`src/rtl/spi_slave_fifo.sv`:
```
// SPI slave with TX/RX FIFOs, fully PCLK-synchronous: the SPI pins are oversampled,
// so SCK edges are detected as PCLK-domain events rather than used as a clock.
module spi_slave_fifo #(
  parameter int DATA_W      = 8,
  parameter int FIFO_DEPTH  = 4,
  parameter int SYNC_STAGES = 2
) (
  input  logic              PCLK,
  input  logic              PRESETn,
  input  logic              spi_en,
  input  logic              cpol,
  input  logic              cpha,
  input  logic              lsb_first,
  input  logic              sck_i,
  input  logic              ss_n_i,
  input  logic              mosi_i,
  output logic              miso_o,
  output logic              miso_oe_o,
  input  logic [DATA_W-1:0] tx_data,
  input  logic              tx_wr,
  output logic              tx_full,
  output logic [DATA_W-1:0] rx_data,
  input  logic              rx_rd,
  output logic              rx_empty,
  input  logic [3:0]        irq_en,
  input  logic [3:0]        int_clr,
  output logic [3:0]        status,
  output logic              irq
);

  localparam int CW    = $clog2(DATA_W);
  localparam int PW    = $clog2(FIFO_DEPTH);
  localparam int CNT_W = PW + 1;
  localparam logic [CW-1:0]    LAST_BIT = CW'(DATA_W - 1);
  localparam logic [CNT_W-1:0] FULL_CNT = CNT_W'(FIFO_DEPTH);

  typedef enum logic {ST_IDLE, ST_SHIFT} state_t;

  state_t state_q, state_d;
  logic [SYNC_STAGES-1:0] sck_sync_q, sck_sync_d, ss_sync_q, ss_sync_d, mosi_sync_q, mosi_sync_d;
  logic sck_dly_q, ss_dly_q;
  logic cpol_q, cpol_d, cpha_q, cpha_d, lsb_q, lsb_d, hold_q, hold_d;
  logic [CW-1:0] bit_cnt_q, bit_cnt_d;
  logic [DATA_W-1:0] tx_sh_q, tx_sh_d, rx_sh_q, rx_sh_d;
  logic miso_q, miso_d, oe_q, oe_d;
  logic udf_q, udf_d, ovf_q, ovf_d, irq_q, irq_d;

  logic sck_s, ss_s, mosi_s, sck_edge, lead, trail, sample, advance, ss_fall;
  logic load, tx_pop, rx_push, udf_set, ovf_set;

  logic [DATA_W-1:0] tx_mem_q [FIFO_DEPTH];
  logic [DATA_W-1:0] tx_mem_d [FIFO_DEPTH];
  logic [DATA_W-1:0] rx_mem_q [FIFO_DEPTH];
  logic [DATA_W-1:0] rx_mem_d [FIFO_DEPTH];
  logic [PW-1:0] tx_wp_q, tx_wp_d, tx_rp_q, tx_rp_d, rx_wp_q, rx_wp_d, rx_rp_q, rx_rp_d;
  logic [CNT_W-1:0] tx_cnt_q, tx_cnt_d, rx_cnt_q, rx_cnt_d;
  logic tx_empty, rx_full, tx_push_ok, tx_pop_ok, rx_push_ok, rx_pop_ok;
  logic [DATA_W-1:0] tx_head;

  assign sck_s  = sck_sync_q[SYNC_STAGES-1];
  assign ss_s   = ss_sync_q[SYNC_STAGES-1];
  assign mosi_s = mosi_sync_q[SYNC_STAGES-1];

  // Sync chains reset to 0 so a low ss_n at reset release never looks like a fall.
  assign sck_sync_d  = {sck_sync_q[SYNC_STAGES-2:0], sck_i};
  assign ss_sync_d   = {ss_sync_q[SYNC_STAGES-2:0], ss_n_i};
  assign mosi_sync_d = {mosi_sync_q[SYNC_STAGES-2:0], mosi_i};

  assign sck_edge = sck_s ^ sck_dly_q;
  assign lead     = sck_edge && (sck_s != cpol_q);
  assign trail    = sck_edge && (sck_s == cpol_q);
  assign sample   = cpha_q ? trail : lead;
  assign advance  = cpha_q ? lead : trail;
  assign ss_fall  = ss_dly_q && !ss_s;

  // FIFOs: a pop is ignored when empty; a push into a full FIFO only lands if a pop frees a slot.
  assign tx_empty = (tx_cnt_q == '0);
  assign tx_full  = (tx_cnt_q == FULL_CNT);
  assign rx_empty = (rx_cnt_q == '0);
  assign rx_full  = (rx_cnt_q == FULL_CNT);
  assign tx_head  = tx_mem_q[tx_rp_q];
  assign rx_data  = rx_empty ? '0 : rx_mem_q[rx_rp_q];

  always_comb begin
    tx_pop_ok  = tx_pop && !tx_empty;
    tx_push_ok = tx_wr && (!tx_full || tx_pop_ok);
    rx_pop_ok  = rx_rd && !rx_empty;
    rx_push_ok = rx_push && (!rx_full || rx_pop_ok);
    tx_mem_d = tx_mem_q;
    rx_mem_d = rx_mem_q;
    tx_wp_d  = tx_wp_q;
    tx_rp_d  = tx_rp_q;
    rx_wp_d  = rx_wp_q;
    rx_rp_d  = rx_rp_q;
    if (tx_push_ok) begin
      tx_mem_d[tx_wp_q] = tx_data;
      tx_wp_d = tx_wp_q + PW'(1);
    end
    if (tx_pop_ok) tx_rp_d = tx_rp_q + PW'(1);
    if (rx_push_ok) begin
      rx_mem_d[rx_wp_q] = rx_sh_d;
      rx_wp_d = rx_wp_q + PW'(1);
    end
    if (rx_pop_ok) rx_rp_d = rx_rp_q + PW'(1);
    tx_cnt_d = tx_cnt_q + CNT_W'(tx_push_ok) - CNT_W'(tx_pop_ok);
    rx_cnt_d = rx_cnt_q + CNT_W'(rx_push_ok) - CNT_W'(rx_pop_ok);
  end

  // hold_q suppresses the next advance edge so a freshly loaded first bit is not shifted away.
  always_comb begin
    state_d   = state_q;
    cpol_d    = cpol_q;
    cpha_d    = cpha_q;
    lsb_d     = lsb_q;
    hold_d    = hold_q;
    bit_cnt_d = bit_cnt_q;
    tx_sh_d   = tx_sh_q;
    rx_sh_d   = rx_sh_q;
    load      = 1'b0;
    tx_pop    = 1'b0;
    rx_push   = 1'b0;
    udf_set   = 1'b0;
    ovf_set   = 1'b0;
    case (state_q)
      ST_IDLE: begin
        bit_cnt_d = '0;
        if (spi_en && ss_fall) begin
          state_d = ST_SHIFT;
          cpol_d  = cpol;
          cpha_d  = cpha;
          lsb_d   = lsb_first;
          hold_d  = cpha;
          rx_sh_d = '0;
          load    = 1'b1;
        end
      end
      ST_SHIFT: begin
        if (!spi_en || ss_s) begin
          state_d   = ST_IDLE;
          bit_cnt_d = '0;
        end else begin
          if (advance) begin
            if (hold_q) hold_d = 1'b0;
            else if (lsb_q) tx_sh_d = {1'b0, tx_sh_q[DATA_W-1:1]};
            else tx_sh_d = {tx_sh_q[DATA_W-2:0], 1'b0};
          end
          if (sample) begin
            rx_sh_d = lsb_q ? {mosi_s, rx_sh_q[DATA_W-1:1]} : {rx_sh_q[DATA_W-2:0], mosi_s};
            if (bit_cnt_q == LAST_BIT) begin
              bit_cnt_d = '0;
              rx_push   = 1'b1;
              ovf_set   = rx_full && !rx_rd;
              load      = 1'b1;
              hold_d    = 1'b1;
            end else begin
              bit_cnt_d = bit_cnt_q + CW'(1);
            end
          end
        end
      end
      default: state_d = ST_IDLE;
    endcase
    if (load) begin
      if (tx_empty) begin
        tx_sh_d = '0;
        udf_set = 1'b1;
      end else begin
        tx_sh_d = tx_head;
        tx_pop  = 1'b1;
      end
    end
    oe_d   = (state_d == ST_SHIFT);
    miso_d = oe_d && (lsb_d ? tx_sh_d[0] : tx_sh_d[DATA_W-1]);
    udf_d  = udf_set || (udf_q && !int_clr[3]);
    ovf_d  = ovf_set || (ovf_q && !int_clr[2]);
    irq_d  = |(status & irq_en);
  end

  assign status    = {udf_q, ovf_q, tx_empty, !rx_empty};
  assign irq       = irq_q;
  assign miso_o    = miso_q;
  assign miso_oe_o = oe_q;

  always_ff @(posedge PCLK or negedge PRESETn) begin
    if (!PRESETn) begin
      state_q     <= ST_IDLE;
      sck_sync_q  <= '0;
      ss_sync_q   <= '0;
      mosi_sync_q <= '0;
      sck_dly_q   <= 1'b0;
      ss_dly_q    <= 1'b0;
      cpol_q      <= 1'b0;
      cpha_q      <= 1'b0;
      lsb_q       <= 1'b0;
      hold_q      <= 1'b0;
      bit_cnt_q   <= '0;
      tx_sh_q     <= '0;
      rx_sh_q     <= '0;
      miso_q      <= 1'b0;
      oe_q        <= 1'b0;
      udf_q       <= 1'b0;
      ovf_q       <= 1'b0;
      irq_q       <= 1'b0;
      tx_mem_q    <= '{default: '0};
      rx_mem_q    <= '{default: '0};
      tx_wp_q     <= '0;
      tx_rp_q     <= '0;
      rx_wp_q     <= '0;
      rx_rp_q     <= '0;
      tx_cnt_q    <= '0;
      rx_cnt_q    <= '0;
    end else begin
      state_q     <= state_d;
      sck_sync_q  <= sck_sync_d;
      ss_sync_q   <= ss_sync_d;
      mosi_sync_q <= mosi_sync_d;
      sck_dly_q   <= sck_s;
      ss_dly_q    <= ss_s;
      cpol_q      <= cpol_d;
      cpha_q      <= cpha_d;
      lsb_q       <= lsb_d;
      hold_q      <= hold_d;
      bit_cnt_q   <= bit_cnt_d;
      tx_sh_q     <= tx_sh_d;
      rx_sh_q     <= rx_sh_d;
      miso_q      <= miso_d;
      oe_q        <= oe_d;
      udf_q       <= udf_d;
      ovf_q       <= ovf_d;
      irq_q       <= irq_d;
      tx_mem_q    <= tx_mem_d;
      rx_mem_q    <= rx_mem_d;
      tx_wp_q     <= tx_wp_d;
      tx_rp_q     <= tx_rp_d;
      rx_wp_q     <= rx_wp_d;
      rx_rp_q     <= rx_rp_d;
      tx_cnt_q    <= tx_cnt_d;
      rx_cnt_q    <= rx_cnt_d;
    end
  end

endmodule
```
`config.mk`:
```
export PLATFORM = sky130hd
export DESIGN_NAME = spi_slave_fifo
export DESIGN_NICKNAME = d
export VERILOG_FILES = /design/src/rtl/spi_slave_fifo.sv
export SDC_FILE = /design/constraint.sdc
export NUM_CORES = 1
export LEC_CHECK = 0
export ABC_AREA = 1
export BUFFER_PORTS_ARGS = -buffer_cell sky130_fd_sc_hd__buf_2
export CAP_MARGIN = 20
export CORE_MARGIN = 1.5
export CORE_UTILIZATION = 40
export CTS_BUF_LIST = sky130_fd_sc_hd__clkbuf_2 sky130_fd_sc_hd__clkbuf_4 sky130_fd_sc_hd__clkbuf_8
export CTS_CLUSTER_SIZE = 28
export DETAILED_ROUTE_END_ITERATION = 8
export PLACE_DENSITY_LB_ADDON = 0.2
export SLEW_MARGIN = 20
export SYNTH_ARGS = -nofsm -noshare
export SYNTH_HDL_FRONTEND = slang
export SYNTH_SLANG_ARGS = --single-unit
```
`constraint.sdc`:
```
create_clock -name PCLK -period 4.8 [get_ports PCLK]
set_input_delay 1.2 -clock PCLK [delete_from_list [all_inputs] [get_ports PCLK]]
set_output_delay 1.2 -clock PCLK [all_outputs]
set_load 0.02 [all_outputs]
```
=== After elaboration in Yosys (flattened, before gate mapping) ===
Index checks and enable logic that the tools add are counted.

* $add $sub $neg: 9
* Order comparisons: 6
* Eq/ne operators: 10
* Muxes and demuxes: 56
* Bitwise gates (word level): 7
* Reductions and logical operators: 36

{| class="wikitable"
|+ Operator list
! operator !! number
|-
| $mux W8 || 18
|-
| $bwmux W32 || 2
|-
| $bmux W8 S2 || 2
|-
| $demux W8 S2 || 2
|-
| $mux W1 || 24
|-
| $pmux W8 S2 || 1
|-
| $logic_and A1 B1 Y1 || 14
|-
| $ge A3 B3 Y1 const B || 4
|-
| $not A2 Y3 || 4
|-
| $eq A3 B3 Y1 const B || 3
|-
| $logic_not A1 Y1 || 9
|-
| $mux W3 || 3
|-
| $add A2 B1 Y2 const B || 4
|-
| $add A3 B1 Y3 || 2
|-
| $logic_not A3 Y1 || 2
|-
| $lt A3 B1 Y1 const B || 2
|-
| $ne A2 B2 Y1 const B || 3
|-
| $pmux W1 S2 || 3
|-
| $pmux W3 S2 || 1
|-
| $sub A3 B1 Y3 || 2
|-
| $logic_or A1 B1 Y1 || 5
|-
| $and A4 B4 Y4 || 1
|-
| $reduce_and A2 Y1 || 2
|-
| $reduce_and A4 Y1 || 1
|-
| 9 further kinds || 10
|}

* Register bits: 114
* Input bits: 27
* Word-level logic and storage cells: 156

=== Logic depth before layout (Yosys ltp) ===
Gate-level depths: netlist of run 1.

* Depth after elaboration: 12
* Depth in mapped cells: 16
* Gate-level depth less buffers: 16

=== Worst setup path before layout of run 1 ===
No wires, ideal clock.

* Path kind: input -> register
* Start: in spi_en
* End: reg rx_cnt_q[2]
* Data arrival time: 3.043 ns
* Data required time: 4.671 ns
* Setup slack: 1.629 ns
* Stages on the path: 12
* Buffers on the path: 1
* Cell sequence: inv_1 or2_1 inv_1 nand2_4 inv_2 nand3_4 buf_6 ha_1 inv_1 ha_1 fa_1 xor2_1

* Longest elaborated chain between the ends: 7

{| class="wikitable"
|+ Ends and longest elaborated chain
! item !! line !! RTL
|-
| from (decl) || 10 || <nowiki>input logic spi_en,</nowiki>
|-
| $logic_not A1 Y1 || 138 || <nowiki>if (!spi_en || ss_s) begin</nowiki>
|-
| $logic_or A1 B1 Y1 || 138 ||
|-
| $mux W1 || 138 ||
|-
| $mux W1 || 124 || <nowiki>case (state_q)</nowiki>
|-
| $logic_and A1 B1 Y1 || 88 || <nowiki>rx_push_ok = rx_push && (!rx_full || rx_pop_ok);</nowiki>
|-
| $add A3 B1 Y3 || 106 || <nowiki>rx_cnt_d = rx_cnt_q + CNT_W'(rx_push_ok) - CNT_W'(rx_pop_ok);</nowiki>
|-
| $sub A3 B1 Y3 || 106 ||
|-
| named net rx_cnt_d[2] || 56 || <nowiki>logic [CNT_W-1:0] tx_cnt_q, tx_cnt_d, rx_cnt_q, rx_cnt_d;</nowiki>
|-
| to (signal assigned) || 238 || <nowiki>rx_cnt_q <= rx_cnt_d;</nowiki>
|-
| to (decl) || 56 ||
|}

The timed path passes the listed nets, and every way through them passes these cells.
A chain may end at the register's enable or synchronous reset.

=== Final worst setup path of run 1 ===
* Start: reg rx_rp_q[0]
* End: out rx_data[6]

* Longest elaborated chain between the ends: 5

{| class="wikitable"
|+ Ends and longest elaborated chain
! item !! line !! RTL
|-
| from (decl) || 55 || <nowiki>logic [PW-1:0] tx_wp_q, tx_wp_d, tx_rp_q, tx_rp_d, rx_wp_q, rx_wp_d, rx_rp_q, rx_rp_d;</nowiki>
|-
| from (signal assigned) || 236 || <nowiki>rx_rp_q <= rx_rp_d;</nowiki>
|-
| $not A2 Y3 (implied by the code) || 82 || <nowiki>assign rx_data = rx_empty ? '0 : rx_mem_q[rx_rp_q];</nowiki>
|-
| $bmux W8 S2 || 82 ||
|-
| $mux W8 (implied by the code) (2 in a row) || 82 ||
|-
| $mux W8 || 82 ||
|-
| to (decl) || 22 || <nowiki>output logic [DATA_W-1:0] rx_data,</nowiki>
|}

No other way between the ends. The select of a mux whose other input is x is not followed.

==> results_tabular.tex, run 1 <==
\begin{tabular}{lr}
\hline
Metric & Value \\
\hline
\multicolumn{2}{l}{\textbf{Run status}} \\
\quad Status & finished, final reports clean \\
\multicolumn{2}{l}{\textbf{Synth}} \\
\quad Count of state elements after synthesis & 114 \\
\quad Sequential-to-total area share from yosys stat & 0.511 \\
\quad Number of nets in the synthesized netlist & 690 \\
\quad Biggest area consumer among synthesized cells & sky130\_fd\_sc\_hd\_\_dfrtp\_1 \\
\quad Predominant post-synthesis flop cell & sky130\_fd\_sc\_hd\_\_dfrtp\_1 \\
\quad Largest cells by area after synthesis & sky130\_fd\_sc\_hd\_\_dfrtp\_1 (51\%), sky130\_fd\_sc\_hd\_\_nand2\_1 (13\%), sky130\_fd\_sc\_hd\_\_o21ai\_0 (4.5\%) \\
\quad Netlist cell types & 39 \\
\quad Fraction of post-synthesis cell area in the top cell type by area & 0.511 \\
\quad Number of warning messages in the yosys log & 0 \\
\quad Netlist Area Pre-Place & 5580 µm² \\
\quad Share of synthesized flip-flops with an asynchronous set or reset & 1.00 \\
\quad Mapped Avg Cell Area & 8.63 µm² \\
\quad Number of enable-type register cells in the synthesized netlist & 0 \\
\quad Post-synthesis cell count & 647 \\
\multicolumn{2}{l}{\textbf{Clock network}} \\
\quad Buffer cell driving the clock tree root & sky130\_fd\_sc\_hd\_\_clkbuf\_8 \\
\quad Number of buffers inserted by post-CTS setup repair & 0 \\
\quad Clock sink count & 114 \\
\quad Buffer levels on the longest clock path & 2 \\
\quad Insertion delay of the later-clocked pin in the worst-skew pair & 0.43 ns \\
\quad Number of resized instances in the post-cts repair step & 0 \\
\quad Number of CTS-inserted buffers & 17 \\
\quad TritonCTS clock tree & yes \\
\quad Clock Pin Slew Worst Setup and Hold Paths & 0.06 ns \\
\quad Depth of the CTS H-tree & 4 \\
\quad Hold-fix buffer count after cts & 0 \\
\multicolumn{2}{l}{\textbf{Global routing}} \\
\quad Total global-route track usage & 0.182 \\
\quad Global-route wire length before repair & 20.5 mm \\
\quad Total grt overflow & 0 \\
\quad Antenna violations before repair & 0 \\
\quad Largest net degree at the start of global routing & 83 \\
\quad Number of global-route vias before repair & 4105 \\
\multicolumn{2}{l}{\textbf{Critical path}} \\
\quad Critical Path AT & 2.28 ns \\
\quad Reg-to-reg startpoint & ss\_sync\_q[1] \\
\quad Req. time, crit path & 3.60 ns \\
\quad Type of the worst setup path & flip-flop to output pin \\
\quad Type of element launching the critical path & flip-flop \\
\quad R2r worst-path depth & 13 \\
\quad Capturing point of the worst reg2reg path & tx\_cnt\_q[2] \\
\quad Largest fanout on the critical path & 19 \\
\quad Critical path endpoint category & output pin \\
\quad Minimum setup slack among reg-to-reg paths & 1.88 ns \\
\multicolumn{2}{l}{\textbf{Die}} \\
\quad Horizontal die dimension & 121 µm \\
\quad Die Span Y & 121 µm \\
\quad Floorplan die area & 14700 µm² \\
\quad Effective utilization at floorplan & 0.415 \\
\quad Number of top-level pins & 44 \\
\quad Row cnt & 42 \\
\quad Area of the core region & 13500 µm² \\
\multicolumn{2}{l}{\textbf{STA}} \\
\quad Max Transition Viols Final & 0 \\
\quad Tightest Pin Transition & 0.751 ns \\
\quad Count of endpoints failing setup in the final report & 0 \\
\quad Final hold slack & 0.348 ns \\
\quad Number of hold violations in the final report & 0 \\
\quad Fraction of the cycle the final worst path needs & 0.725 \\
\quad Minimum period implied by the final worst setup slack & 3.48 ns \\
\quad Post-route setup TNS & 0 ns \\
\quad Largest clock skew in the final design & 0.00799 ns \\
\quad Post-layout worst setup margin & 1.32 ns \\
\quad Setup repair after global routing missed its margin & false \\
\quad Rel. slew slack & 0.499 \\
\quad Max Freq & 0.287 GHz \\
\multicolumn{2}{l}{\textbf{Place}} \\
\quad Worst-case setup slack after placement & 0.977 ns \\
\quad Post-DP HPWL & 8.59 mm \\
\quad Final GP Congestion & 0.821 \\
\quad Input/output buffers & 41 \\
\multicolumn{2}{l}{\textbf{Power and ir drop}} \\
\quad Leakage Power & 3.28 nW \\
\quad P per Cell Area & 524 nW/µm² \\
\quad Worst IR drop on VDD & 0.214 mV \\
\multicolumn{2}{l}{\textbf{Final layout}} \\
\quad Layout cell share with drive strength beyond 1 & 0.157 \\
\quad Layout overhead on the synthesized area & 12.3\% \\
\quad Final antenna diode count & 0 \\
\quad Final-layout fill cell count & 1350 \\
\quad Post-route core utilization & 0.466 \\
\quad Net count of the finished layout & 733 \\
\multicolumn{2}{l}{\textbf{Routing}} \\
\quad Final wirelength & 12.5 mm \\
\quad Number of vias after detailed routing & 4306 \\
\quad Residual antenna-violating net count after detailed routing & 0 \\
\quad Iteration count of the initial detailed-routing pass & 5 \\
\quad Via/cell ratio & 4.91 \\
\quad Final routed DRC violation total & 0 \\
\quad Number of design-rule violations left by the first detailed-router iteration & 271 \\
\quad Detailed-route wire length per cell & 14.2 µm \\
\multicolumn{2}{l}{\textbf{Worst hold path}} \\
\quad Hold/Removal Path Class & flip-flop to flip-flop \\
\quad Terminating pin of the worst hold path & ss\_sync\_q[1] \\
\quad Startpoint of the most critical hold path & ss\_sync\_q[0] \\
\quad Depth of the worst hold-timing path & 0 \\
\multicolumn{2}{l}{\textbf{Flow run}} \\
\quad Max cap viols & 0 \\
\hline
\end{tabular}
-- routing by layer --
layer	vias to the layer above	part of all wire	global-route usage
li1	2162	-	-
met1	2050	0.48	0.252
met2	82	0.47	0.277
met3	12	0.041	0.0399
met4	0	0.012	0.0757
met5	-	0	0
-- metrics by stage --
step	power [mW]	std cells	area [µm²]
5_1_grt	3.53	877	6270
6_report	3.28	877	6270
2_1_floorplan	2.16	647	5580
4_1_cts	3.33	877	6270
3_5_place_dp	2.50	847	5910
3_3_place_gp	2.47	847	5910
-- final cells by class --
cell class / instances / area [µm²] / area share
Multi-Input combinational cell: 441 / 2340 / 0.373
Sequential cell: 114 / 2850 / 0.455
Clock inverter: 7 / 60.1 / 0.00958
Clock buffer: 23 / 292 / 0.0465
Tap cell: 176 / 220 / 0.0351
Inverter: 73 / 279 / 0.0445
Timing Repair Buffer: 43 / 226 / 0.0361
-- flip-flops by register name, summed over array words and instances (netlist names), 2 cells and up --
signal,count
tx_mem_q,32
sck_sync_q,2
rx_cnt_q,3
bit_cnt_q,3
tx_cnt_q,3
tx_sh_q,8
rx_rp_q,2
rx_wp_q,2
tx_rp_q,2
rx_sh_q,8
mosi_sync_q,2
rx_mem_q,32
tx_wp_q,2
ss_sync_q,2
-- logic make-up after synthesis --
family,count (synthesis),synth area share
AOI/OAI and AO/OA,139,0.137
xor gates and xnor gates,8,0.0125
buffers and inverters,92,0.0701
and+or+nand+nor,276,0.227
DFF,114,0.511
adders and majority gates,16,0.0385
muxes,2,0.00359
-- cells in the mapped netlist, types with 3 or more instances --
| cell | instances |
|---|---|
| sky130_fd_sc_hd__nor2_1 | 37 |
| sky130_fd_sc_hd__a21oi_1 | 41 |
| sky130_fd_sc_hd__inv_2 | 3 |
| sky130_fd_sc_hd__nor2_4 | 6 |
| sky130_fd_sc_hd__inv_1 | 66 |
| sky130_fd_sc_hd__a211oi_1 | 7 |
| sky130_fd_sc_hd__o21ai_2 | 4 |
| sky130_fd_sc_hd__nand2_4 | 9 |
| sky130_fd_sc_hd__o21ai_0 | 50 |
| sky130_fd_sc_hd__o22ai_1 | 14 |
| sky130_fd_sc_hd__o21ai_1 | 19 |
| sky130_fd_sc_hd__buf_4 | 3 |
| sky130_fd_sc_hd__nand3_1 | 14 |
| sky130_fd_sc_hd__nand2_2 | 4 |
| sky130_fd_sc_hd__clkinv_1 | 3 |
| sky130_fd_sc_hd__nand2_1 | 194 |
| sky130_fd_sc_hd__nand3_2 | 3 |
| sky130_fd_sc_hd__ha_1 | 14 |
| sky130_fd_sc_hd__clkbuf_1 | 10 |
| sky130_fd_sc_hd__dfrtp_1 | 114 |
| sky130_fd_sc_hd__xor2_1 | 7 |
-- cells in the final DEF (no fill, tap or decap), types with 2 or more instances in the layout --
| cell type | n |
|---|---|
| sky130_fd_sc_hd__buf_2 | 40 |
| sky130_fd_sc_hd__a211oi_1 | 7 |
| sky130_fd_sc_hd__o21ai_1 | 19 |
| sky130_fd_sc_hd__clkinv_2 | 6 |
| sky130_fd_sc_hd__o22ai_2 | 2 |
| sky130_fd_sc_hd__clkbuf_4 | 4 |
| sky130_fd_sc_hd__nand3_2 | 3 |
| sky130_fd_sc_hd__clkinv_1 | 3 |
| sky130_fd_sc_hd__inv_1 | 66 |
| sky130_fd_sc_hd__clkbuf_8 | 19 |
| sky130_fd_sc_hd__nand2_2 | 4 |
| sky130_fd_sc_hd__mux2i_1 | 2 |
| sky130_fd_sc_hd__nand3_1 | 14 |
| sky130_fd_sc_hd__o21ai_2 | 4 |
| sky130_fd_sc_hd__nand2_1 | 194 |
| sky130_fd_sc_hd__buf_4 | 2 |
| sky130_fd_sc_hd__nor2_4 | 6 |
| sky130_fd_sc_hd__a21oi_1 | 41 |
| sky130_fd_sc_hd__o21ai_0 | 50 |
| sky130_fd_sc_hd__nor3_1 | 2 |
| sky130_fd_sc_hd__dfrtp_1 | 114 |
| sky130_fd_sc_hd__ha_1 | 14 |
| sky130_fd_sc_hd__nor2_1 | 37 |
| sky130_fd_sc_hd__nor2_8 | 2 |
| sky130_fd_sc_hd__nand2_4 | 9 |
| sky130_fd_sc_hd__o22ai_1 | 14 |
| sky130_fd_sc_hd__xor2_1 | 7 |
| sky130_fd_sc_hd__fa_1 | 2 |
| sky130_fd_sc_hd__inv_2 | 3 |
-- where the power goes --
group	internal (mW)	switching, mW	total (mW)
logic	0.377	0.701	1.08
clock network	0.447	0.363	0.810
registers	1.19	0.204	1.39
-- critical path, stage by stage, from the launching register on --
cell and delay (ns):
sky130_fd_sc_hd__dfrtp_1 0.71, sky130_fd_sc_hd__inv_1 0.38, sky130_fd_sc_hd__a21oi_1 0.23, sky130_fd_sc_hd__o21ai_0 0.15, sky130_fd_sc_hd__a21oi_1 0.19, sky130_fd_sc_hd__buf_2 0.19
-- worst max path at each step --
stage	depth (start not counted)	start	slack [ns]	to
final	5	rx_rp_q[0]	1.32	rx_data[6]
after global routing	5	rx_rp_q[0]	1.11	rx_data[6]
after CTS	5	rx_rp_q[0]	1.28	rx_data[6]
after detailed placement	15	spi_en	0.98	tx_cnt_q[2]
after global placement	15	spi_en	1.04	tx_cnt_q[2]
after floorplan	12	spi_en	1.63	rx_cnt_q[2]
Note: power is estimated with default switching activity, not from simulation.
==> inputs of run 2 (changes only) <==
==> constraint.sdc (replaced) <==
create_clock -name PCLK -period 2.85 [get_ports PCLK]
set_input_delay 0.7125 -clock PCLK [delete_from_list [all_inputs] [get_ports PCLK]]
set_output_delay 0.7125 -clock PCLK [all_outputs]
set_load 0.02 [all_outputs]
==> run 2 against run 1 <==
Compared with the run above:
- utilization rose by 1.2 points
- clock power is 110% higher
- sequential power rose by 68%
- cell count up 0.91%
- flip-flop and latch count unchanged
- global-route usage increased by 0.15 points
- non-clock buffer count up 6
- critical path type unchanged
- critical endpoint is now rx_data[7]
- largest power group unchanged
- highest routed layer unchanged
==> results_tabular.tex, run 2 (synthesis results as in run 1) <==
\begin{tabular}{lr}
\hline
Metric & Value \\
\hline
\multicolumn{2}{l}{\textbf{Run status}} \\
\quad Status & finished, final reports clean \\
\multicolumn{2}{l}{\textbf{STA}} \\
\quad Setup repair after global routing missed its margin & false \\
\quad Rel. slew slack & 0.571 \\
\quad Fraction of the cycle the final worst path needs & 0.922 \\
\quad Count of endpoints failing setup in the final report & 0 \\
\quad Number of hold violations in the final report & 0 \\
\quad Minimum period implied by the final worst setup slack & 2.63 ns \\
\quad Largest clock skew in the final design & 0.0118 ns \\
\quad Final hold slack & 0.310 ns \\
\quad Tightest Pin Transition & 0.643 ns \\
\quad Post-route setup TNS & 0 ns \\
\quad Max Freq & 0.381 GHz \\
\quad Max Transition Viols Final & 0 \\
\multicolumn{2}{l}{\textbf{Power and ir drop}} \\
\quad Net Switching & 2.25 mW \\
\quad Clock share of power & 0.287 \\
\quad Relative contribution of combinational cells to total power & 0.318 \\
\quad Cell-internal power & 3.65 mW \\
\quad Fraction of power spent switching nets & 0.381 \\
\quad Share of power burned in registers & 0.394 \\
\quad Worst IR drop on VDD & 0.519 mV \\
\quad P per Cell Area & 917 nW/µm² \\
\quad Leakage Power & 3.33 nW \\
\multicolumn{2}{l}{\textbf{Final layout}} \\
\quad Layout overhead on the synthesized area & 15.1\% \\
\quad Final antenna diode count & 0 \\
\quad Layout cell share with drive strength beyond 1 & 0.169 \\
\quad Most used cells in the layout excluding fill and tap cells & sky130\_fd\_sc\_hd\_\_nand2\_1 (194), sky130\_fd\_sc\_hd\_\_dfrtp\_1 (113), sky130\_fd\_sc\_hd\_\_inv\_1 (66), sky130\_fd\_sc\_hd\_\_o21ai\_0 (50), sky130\_fd\_sc\_hd\_\_a21oi\_1 (41) \\
\quad Net count of the finished layout & 739 \\
\quad Biggest registers after layout & rx\_mem\_q x32, tx\_mem\_q x32 \\
\quad Final-layout fill cell count & 1337 \\
\quad Most frequent standard cell in the layout excluding fill and tap cells & sky130\_fd\_sc\_hd\_\_nand2\_1 \\
\multicolumn{2}{l}{\textbf{Die}} \\
\quad Effective utilization at floorplan & 0.415 \\
\quad Floorplan die area & 14700 µm² \\
\quad Area of the core region & 13500 µm² \\
\quad Number of top-level pins & 44 \\
\quad Die Span Y & 121 µm \\
\quad Horizontal die dimension & 121 µm \\
\quad Row cnt & 42 \\
\multicolumn{2}{l}{\textbf{Routing}} \\
\quad Via/cell ratio & 4.96 \\
\quad Iteration count of the initial detailed-routing pass & 5 \\
\quad Final routed DRC violation total & 0 \\
\quad Detailed-route wire length per cell & 14.0 µm \\
\quad Number of vias after detailed routing & 4388 \\
\quad Number of design-rule violations left by the first detailed-router iteration & 284 \\
\quad Residual antenna-violating net count after detailed routing & 0 \\
\quad Final wirelength & 12.4 mm \\
\multicolumn{2}{l}{\textbf{Clock network}} \\
\quad Depth of the CTS H-tree & 4 \\
\quad Number of resized instances in the post-cts repair step & 0 \\
\quad Hold-fix buffer count after cts & 0 \\
\quad Number of CTS-inserted buffers & 17 \\
\quad TritonCTS clock tree & yes \\
\quad Clock Pin Slew Worst Setup and Hold Paths & 0.08 ns \\
\quad Buffer cell driving the clock tree root & sky130\_fd\_sc\_hd\_\_clkbuf\_8 \\
\quad Buffer levels on the longest clock path & 2 \\
\quad Clock sink count & 114 \\
\quad Number of buffers inserted by post-CTS setup repair & 0 \\
\quad Insertion delay of the later-clocked pin in the worst-skew pair & 0.45 ns \\
\multicolumn{2}{l}{\textbf{Critical path}} \\
\quad R2r worst-path depth & 14 \\
\quad Minimum setup slack among reg-to-reg paths & 0.29 ns \\
\quad Critical Path AT & 1.91 ns \\
\quad Req. time, crit path & 2.14 ns \\
\quad Critical path endpoint category & output pin \\
\quad Type of element launching the critical path & flip-flop \\
\quad Critical path origin & rx\_rp\_q[1] \\
\quad Type of the worst setup path & flip-flop to output pin \\
\quad Capturing point of the worst reg2reg path & tx\_cnt\_q[2] \\
\quad Reg-to-reg startpoint & bit\_cnt\_q[0] \\
\quad Largest fanout on the critical path & 9 \\
\multicolumn{2}{l}{\textbf{Global routing}} \\
\quad Total global-route track usage & 0.184 \\
\quad Number of global-route vias before repair & 4229 \\
\quad Antenna violations before repair & 0 \\
\quad Largest net degree at the start of global routing & 115 \\
\quad Total grt overflow & 0 \\
\quad Global-route wire length before repair & 20.7 mm \\
\multicolumn{2}{l}{\textbf{Place}} \\
\quad Final GP Congestion & 0.836 \\
\quad Input/output buffers & 41 \\
\quad Post-DP HPWL & 8.35 mm \\
\multicolumn{2}{l}{\textbf{Worst hold path}} \\
\quad Hold/Removal Path Class & input pin to async pin \\
\multicolumn{2}{l}{\textbf{Flow run}} \\
\quad Max cap viols & 0 \\
\hline
\end{tabular}
run 2: cell count changes in the layout (fill, tap and decap cells not counted), moves of 4 or more:
| cell | previous run | this run |
|---|---|---|
| sky130_fd_sc_hd__buf_4 | 2 | 8 |
| sky130_fd_sc_hd__clkbuf_4 | 4 | 0 |
| sky130_fd_sc_hd__clkinv_2 | 6 | 0 |
| sky130_fd_sc_hd__clkinvlp_4 | 0 | 5 |
run 2: layer usage:
layer,vias to the layer above,GRT usage,share of wire
li1,2182,-,-
met1,2089,0.247,0.47
met3,18,0.0493,0.051
met4,0,0.0654,0.015
met5,-,0,0
met2,99,0.286,0.47
run 2: worst max-delay path by stage:
| stage | to | slack (ns) | depth (start not counted) |
|---|---|---|---|
| floorplan | rx_cnt_q[2] | 0.17 | 12 |
| global placement | tx_cnt_q[2] | 0.06 | 15 |
| CTS | rx_data[7] | 0.01 | 5 |
| detailed placement | tx_cnt_q[2] | -0.004 | 15 |
| global route | tx_cnt_q[2] | 0.10 | 14 |
| finish | rx_data[7] | 0.22 | 5 |
run 2: through the flow:
stage | util | instances | power, mW | setup slack, ns | instance area [µm²]
detailed placement | 0.444 | 853 | 4.23 | -0.00425 | 5970
global route | 0.478 | 885 | 6.32 | 0.101 | 6430
global placement | 0.444 | 853 | 4.17 | 0.0586 | 5970
CTS | 0.477 | 885 | 5.95 | 0.0110 | 6420
floorplan | - | 647 | 3.64 | 0.166 | 5580
finish | 0.478 | 885 | 5.89 | 0.223 | 6430
run 2: area by class of cell:
cell class	instances	area, µm²	area share
clock buffer	18	248	0.0385
clock inverter	14	203	0.0315
timing repair buffer	49	280	0.0436
sequential	114	2850	0.444
inverter	73	283	0.0440
multi-input combinational	441	2340	0.364
tap	176	220	0.0343
run 2: worst max-delay path, cell delays in order (launching register included):
cell and delay, ns:
sky130_fd_sc_hd__dfrtp_2 0.50, sky130_fd_sc_hd__clkinvlp_4 0.26, sky130_fd_sc_hd__a21oi_1 0.17, sky130_fd_sc_hd__o21ai_0 0.13, sky130_fd_sc_hd__a21oi_1 0.21, sky130_fd_sc_hd__buf_2 0.20
run 2: power by group through the flow:
stage / clock, mW / sequential (mW) / combinational, mW
after detailed placement: 0 / 2.34 / 1.89
after global placement: 0 / 2.33 / 1.84
after floorplan: 0 / 2.20 / 1.44
after CTS: 1.74 / 2.31 / 1.90
after global routing: 1.81 / 2.37 / 2.13
final: 1.69 / 2.33 / 1.88
==> inputs of run 3 (changes only) <==
--- a/config.mk
+++ b/config.mk
@@ -6,10 +6,11 @@
 export NUM_CORES = 1
 export LEC_CHECK = 0
 export ABC_AREA = 1
+export ABC_CLOCK_PERIOD_IN_PS = 2850
 export BUFFER_PORTS_ARGS = -buffer_cell sky130_fd_sc_hd__buf_2
 export CAP_MARGIN = 20
 export CORE_MARGIN = 1.5
-export CORE_UTILIZATION = 40
+export CORE_UTILIZATION = 45
 export CTS_BUF_LIST = sky130_fd_sc_hd__clkbuf_2 sky130_fd_sc_hd__clkbuf_4 sky130_fd_sc_hd__clkbuf_8
 export CTS_CLUSTER_SIZE = 28
 export DETAILED_ROUTE_END_ITERATION = 8
==> run 3 against run 2 <==
Compared with the run above:
- via count decreased by 0.48%
- critical endpoint is now rx_data[3]
- clock-buffer cell count increased by 3
- sequential share of layout area about the same
- clock power about the same
- first-iteration DRC count increased by 4.6%
- hold slack improved by 0.0074 ns
- critical path depth unchanged
- largest power group unchanged
- sequential power about the same
- critical path type unchanged
==> results_tabular.tex, run 3 (synthesis results as in run 1) <==
\begin{tabular}{lr}
\hline
Metric & Value \\
\hline
\multicolumn{2}{l}{\textbf{Critical path}} \\
\quad Largest incremental delay on the critical path & 0.49 ns \\
\quad Combined buffer and inverter count along the critical path & 2 \\
\quad Slowest stage cell, crit path & sky130\_fd\_sc\_hd\_\_dfrtp\_2 \\
\quad Number of cells on the critical path & 5 \\
\quad Req. time, crit path & 2.14 ns \\
\quad Capturing point of the worst reg2reg path & tx\_cnt\_q[2] \\
\quad Most common cell on crit path & sky130\_fd\_sc\_hd\_\_a21oi\_1 \\
\quad List of cells traversed by the critical path & clkinvlp\_4 -> a21oi\_1 -> o21ai\_0 -> a21oi\_1 -> buf\_2 \\
\quad Reg-to-reg startpoint & bit\_cnt\_q[0] \\
\quad R2r worst-path depth & 15 \\
\quad Top delay family on crit path & compound AO/OA/AOI/OAI gates \\
\quad Critical path endpoint category & output pin \\
\quad Type of element launching the critical path & flip-flop \\
\quad Minimum setup slack among reg-to-reg paths & 0.28 ns \\
\quad Critical Path AT & 1.89 ns \\
\quad Largest fanout on the critical path & 9 \\
\quad Type of the worst setup path & flip-flop to output pin \\
\multicolumn{2}{l}{\textbf{Routing}} \\
\quad Residual antenna-violating net count after detailed routing & 0 \\
\quad Iteration count of the initial detailed-routing pass & 5 \\
\quad Final wirelength & 12.2 mm \\
\quad Number of vias after detailed routing & 4367 \\
\quad Final routed DRC violation total & 0 \\
\quad Via/cell ratio & 4.97 \\
\quad Number of design-rule violations left by the first detailed-router iteration & 297 \\
\quad Detailed-route wire length per cell & 13.8 µm \\
\multicolumn{2}{l}{\textbf{Global routing}} \\
\quad Total global-route track usage & 0.206 \\
\quad Global-route wire length before repair & 20.7 mm \\
\quad Largest net degree at the start of global routing & 115 \\
\quad Total grt overflow & 0 \\
\quad Antenna violations before repair & 0 \\
\quad Number of global-route vias before repair & 4157 \\
\multicolumn{2}{l}{\textbf{STA}} \\
\quad Largest clock skew in the final design & 0.0106 ns \\
\quad Minimum period implied by the final worst setup slack & 2.60 ns \\
\quad Max Freq & 0.385 GHz \\
\quad Fraction of the cycle the final worst path needs & 0.912 \\
\quad Number of hold violations in the final report & 0 \\
\quad Max Transition Viols Final & 0 \\
\quad Tightest Pin Transition & 0.623 ns \\
\quad Setup repair after global routing missed its margin & false \\
\quad Post-route setup TNS & 0 ns \\
\quad Count of endpoints failing setup in the final report & 0 \\
\quad Rel. slew slack & 0.584 \\
\multicolumn{2}{l}{\textbf{Die}} \\
\quad Floorplan die area & 13100 µm² \\
\quad Number of top-level pins & 44 \\
\quad Area of the core region & 12100 µm² \\
\quad Die Span Y & 114 µm \\
\quad Row cnt & 40 \\
\quad Effective utilization at floorplan & 0.463 \\
\quad Horizontal die dimension & 114 µm \\
\multicolumn{2}{l}{\textbf{Power and ir drop}} \\
\quad Clock share of power & 0.284 \\
\quad P per Cell Area & 912 nW/µm² \\
\quad Cell-internal power & 3.68 mW \\
\quad Net Switching & 2.18 mW \\
\quad Relative contribution of combinational cells to total power & 0.319 \\
\quad Worst IR drop on VDD & 0.595 mV \\
\quad Share of power burned in registers & 0.397 \\
\quad Fraction of power spent switching nets & 0.371 \\
\quad Leakage Power & 3.36 nW \\
\multicolumn{2}{l}{\textbf{Run status}} \\
\quad Status & finished, final reports clean \\
\multicolumn{2}{l}{\textbf{Clock network}} \\
\quad Buffer levels on the longest clock path & 2 \\
\quad Clock Pin Slew Worst Setup and Hold Paths & 0.07 ns \\
\quad Buffer cell driving the clock tree root & sky130\_fd\_sc\_hd\_\_clkbuf\_8 \\
\quad Insertion delay of the later-clocked pin in the worst-skew pair & 0.45 ns \\
\quad Number of CTS-inserted buffers & 17 \\
\quad Clock sink count & 114 \\
\quad Number of buffers inserted by post-CTS setup repair & 0 \\
\quad TritonCTS clock tree & yes \\
\quad Depth of the CTS H-tree & 4 \\
\multicolumn{2}{l}{\textbf{Worst hold path}} \\
\quad Hold/Removal Path Class & input pin to async pin \\
\multicolumn{2}{l}{\textbf{Final layout}} \\
\quad Layout overhead on the synthesized area & 15.0\% \\
\quad Most used cells in the layout excluding fill and tap cells & sky130\_fd\_sc\_hd\_\_nand2\_1 (194), sky130\_fd\_sc\_hd\_\_dfrtp\_1 (113), sky130\_fd\_sc\_hd\_\_inv\_1 (66), sky130\_fd\_sc\_hd\_\_o21ai\_0 (50), sky130\_fd\_sc\_hd\_\_a21oi\_1 (41) \\
\quad Post-route core utilization & 0.532 \\
\quad Final antenna diode count & 0 \\
\quad Net count of the finished layout & 741 \\
\quad Most frequent standard cell in the layout excluding fill and tap cells & sky130\_fd\_sc\_hd\_\_nand2\_1 \\
\quad Biggest registers after layout & rx\_mem\_q x32, tx\_mem\_q x32 \\
\quad Layout cell share with drive strength beyond 1 & 0.172 \\
\multicolumn{2}{l}{\textbf{Flow run}} \\
\quad Max cap viols & 0 \\
\multicolumn{2}{l}{\textbf{Place}} \\
\quad Post-DP HPWL & 8.26 mm \\
\quad Input/output buffers & 41 \\
\quad Final GP Congestion & 0.790 \\
\hline
\end{tabular}
==> run 3: power by group through the flow <==
stage / combinational (mW) / sequential, mW / clock [mW]
global route: 2.13 / 2.38 / 1.78
global placement: 1.84 / 2.33 / 0
floorplan: 1.44 / 2.20 / 0
CTS: 1.89 / 2.32 / 1.69
detailed placement: 1.88 / 2.34 / 0
finish: 1.87 / 2.32 / 1.67
==> run 3: metrics by stage <==
stage | hold WS (ns) | power, mW | worst slack [ns] | cells | cell area [µm²]
2_1_floorplan | 0.331 | 3.64 | 0.166 | 647 | 5580
3_3_place_gp | 0.339 | 4.17 | 0.102 | 847 | 5980
3_5_place_dp | 0.337 | 4.22 | 0.0663 | 847 | 5980
4_1_cts | 0.352 | 5.90 | 0.00416 | 879 | 6420
5_1_grt | 0.349 | 6.28 | 0.0993 | 879 | 6420
6_report | 0.317 | 5.86 | 0.251 | 879 | 6420
==> run 3: how the worst max path moves through the flow <==
| stage | startpoint | end | slack, ns |
|---|---|---|---|
| CTS | rx_rp_q[1] | rx_data[3] | 0.004 |
| detailed placement | spi_en | tx_cnt_q[2] | 0.07 |
| finish | rx_rp_q[1] | rx_data[3] | 0.25 |
| global route | bit_cnt_q[0] | tx_cnt_q[2] | 0.1 |
| global placement | spi_en | tx_cnt_q[2] | 0.10 |
| floorplan | spi_en | rx_cnt_q[2] | 0.17 |
==> run 3: final cells by class <==
cell class,instances,area (µm²)
multi-input cells,441,2340
clock inverters,11,158
inverters,73,283
well taps,168,210
clock buffers,21,283
flip-flops and latches,114,2850
repair buffers,51,295
fillers,1130,5640
==> run 3: repair_timing <==
action | in CTS | in global routing
endpoints found under the setup margin | 0 | 8
gates resized for setup | 0 | 2
hold buffers | 0 | 0
==> run 3: layer usage <==
layer  vias up  GRT usage  routed length (µm)
li1       2186          -                   -
met1      2080      0.286                5850
met2        87      0.313                5580
met3        14     0.0603                 570
met4         0     0.0633                 161
met5         -          0                   0
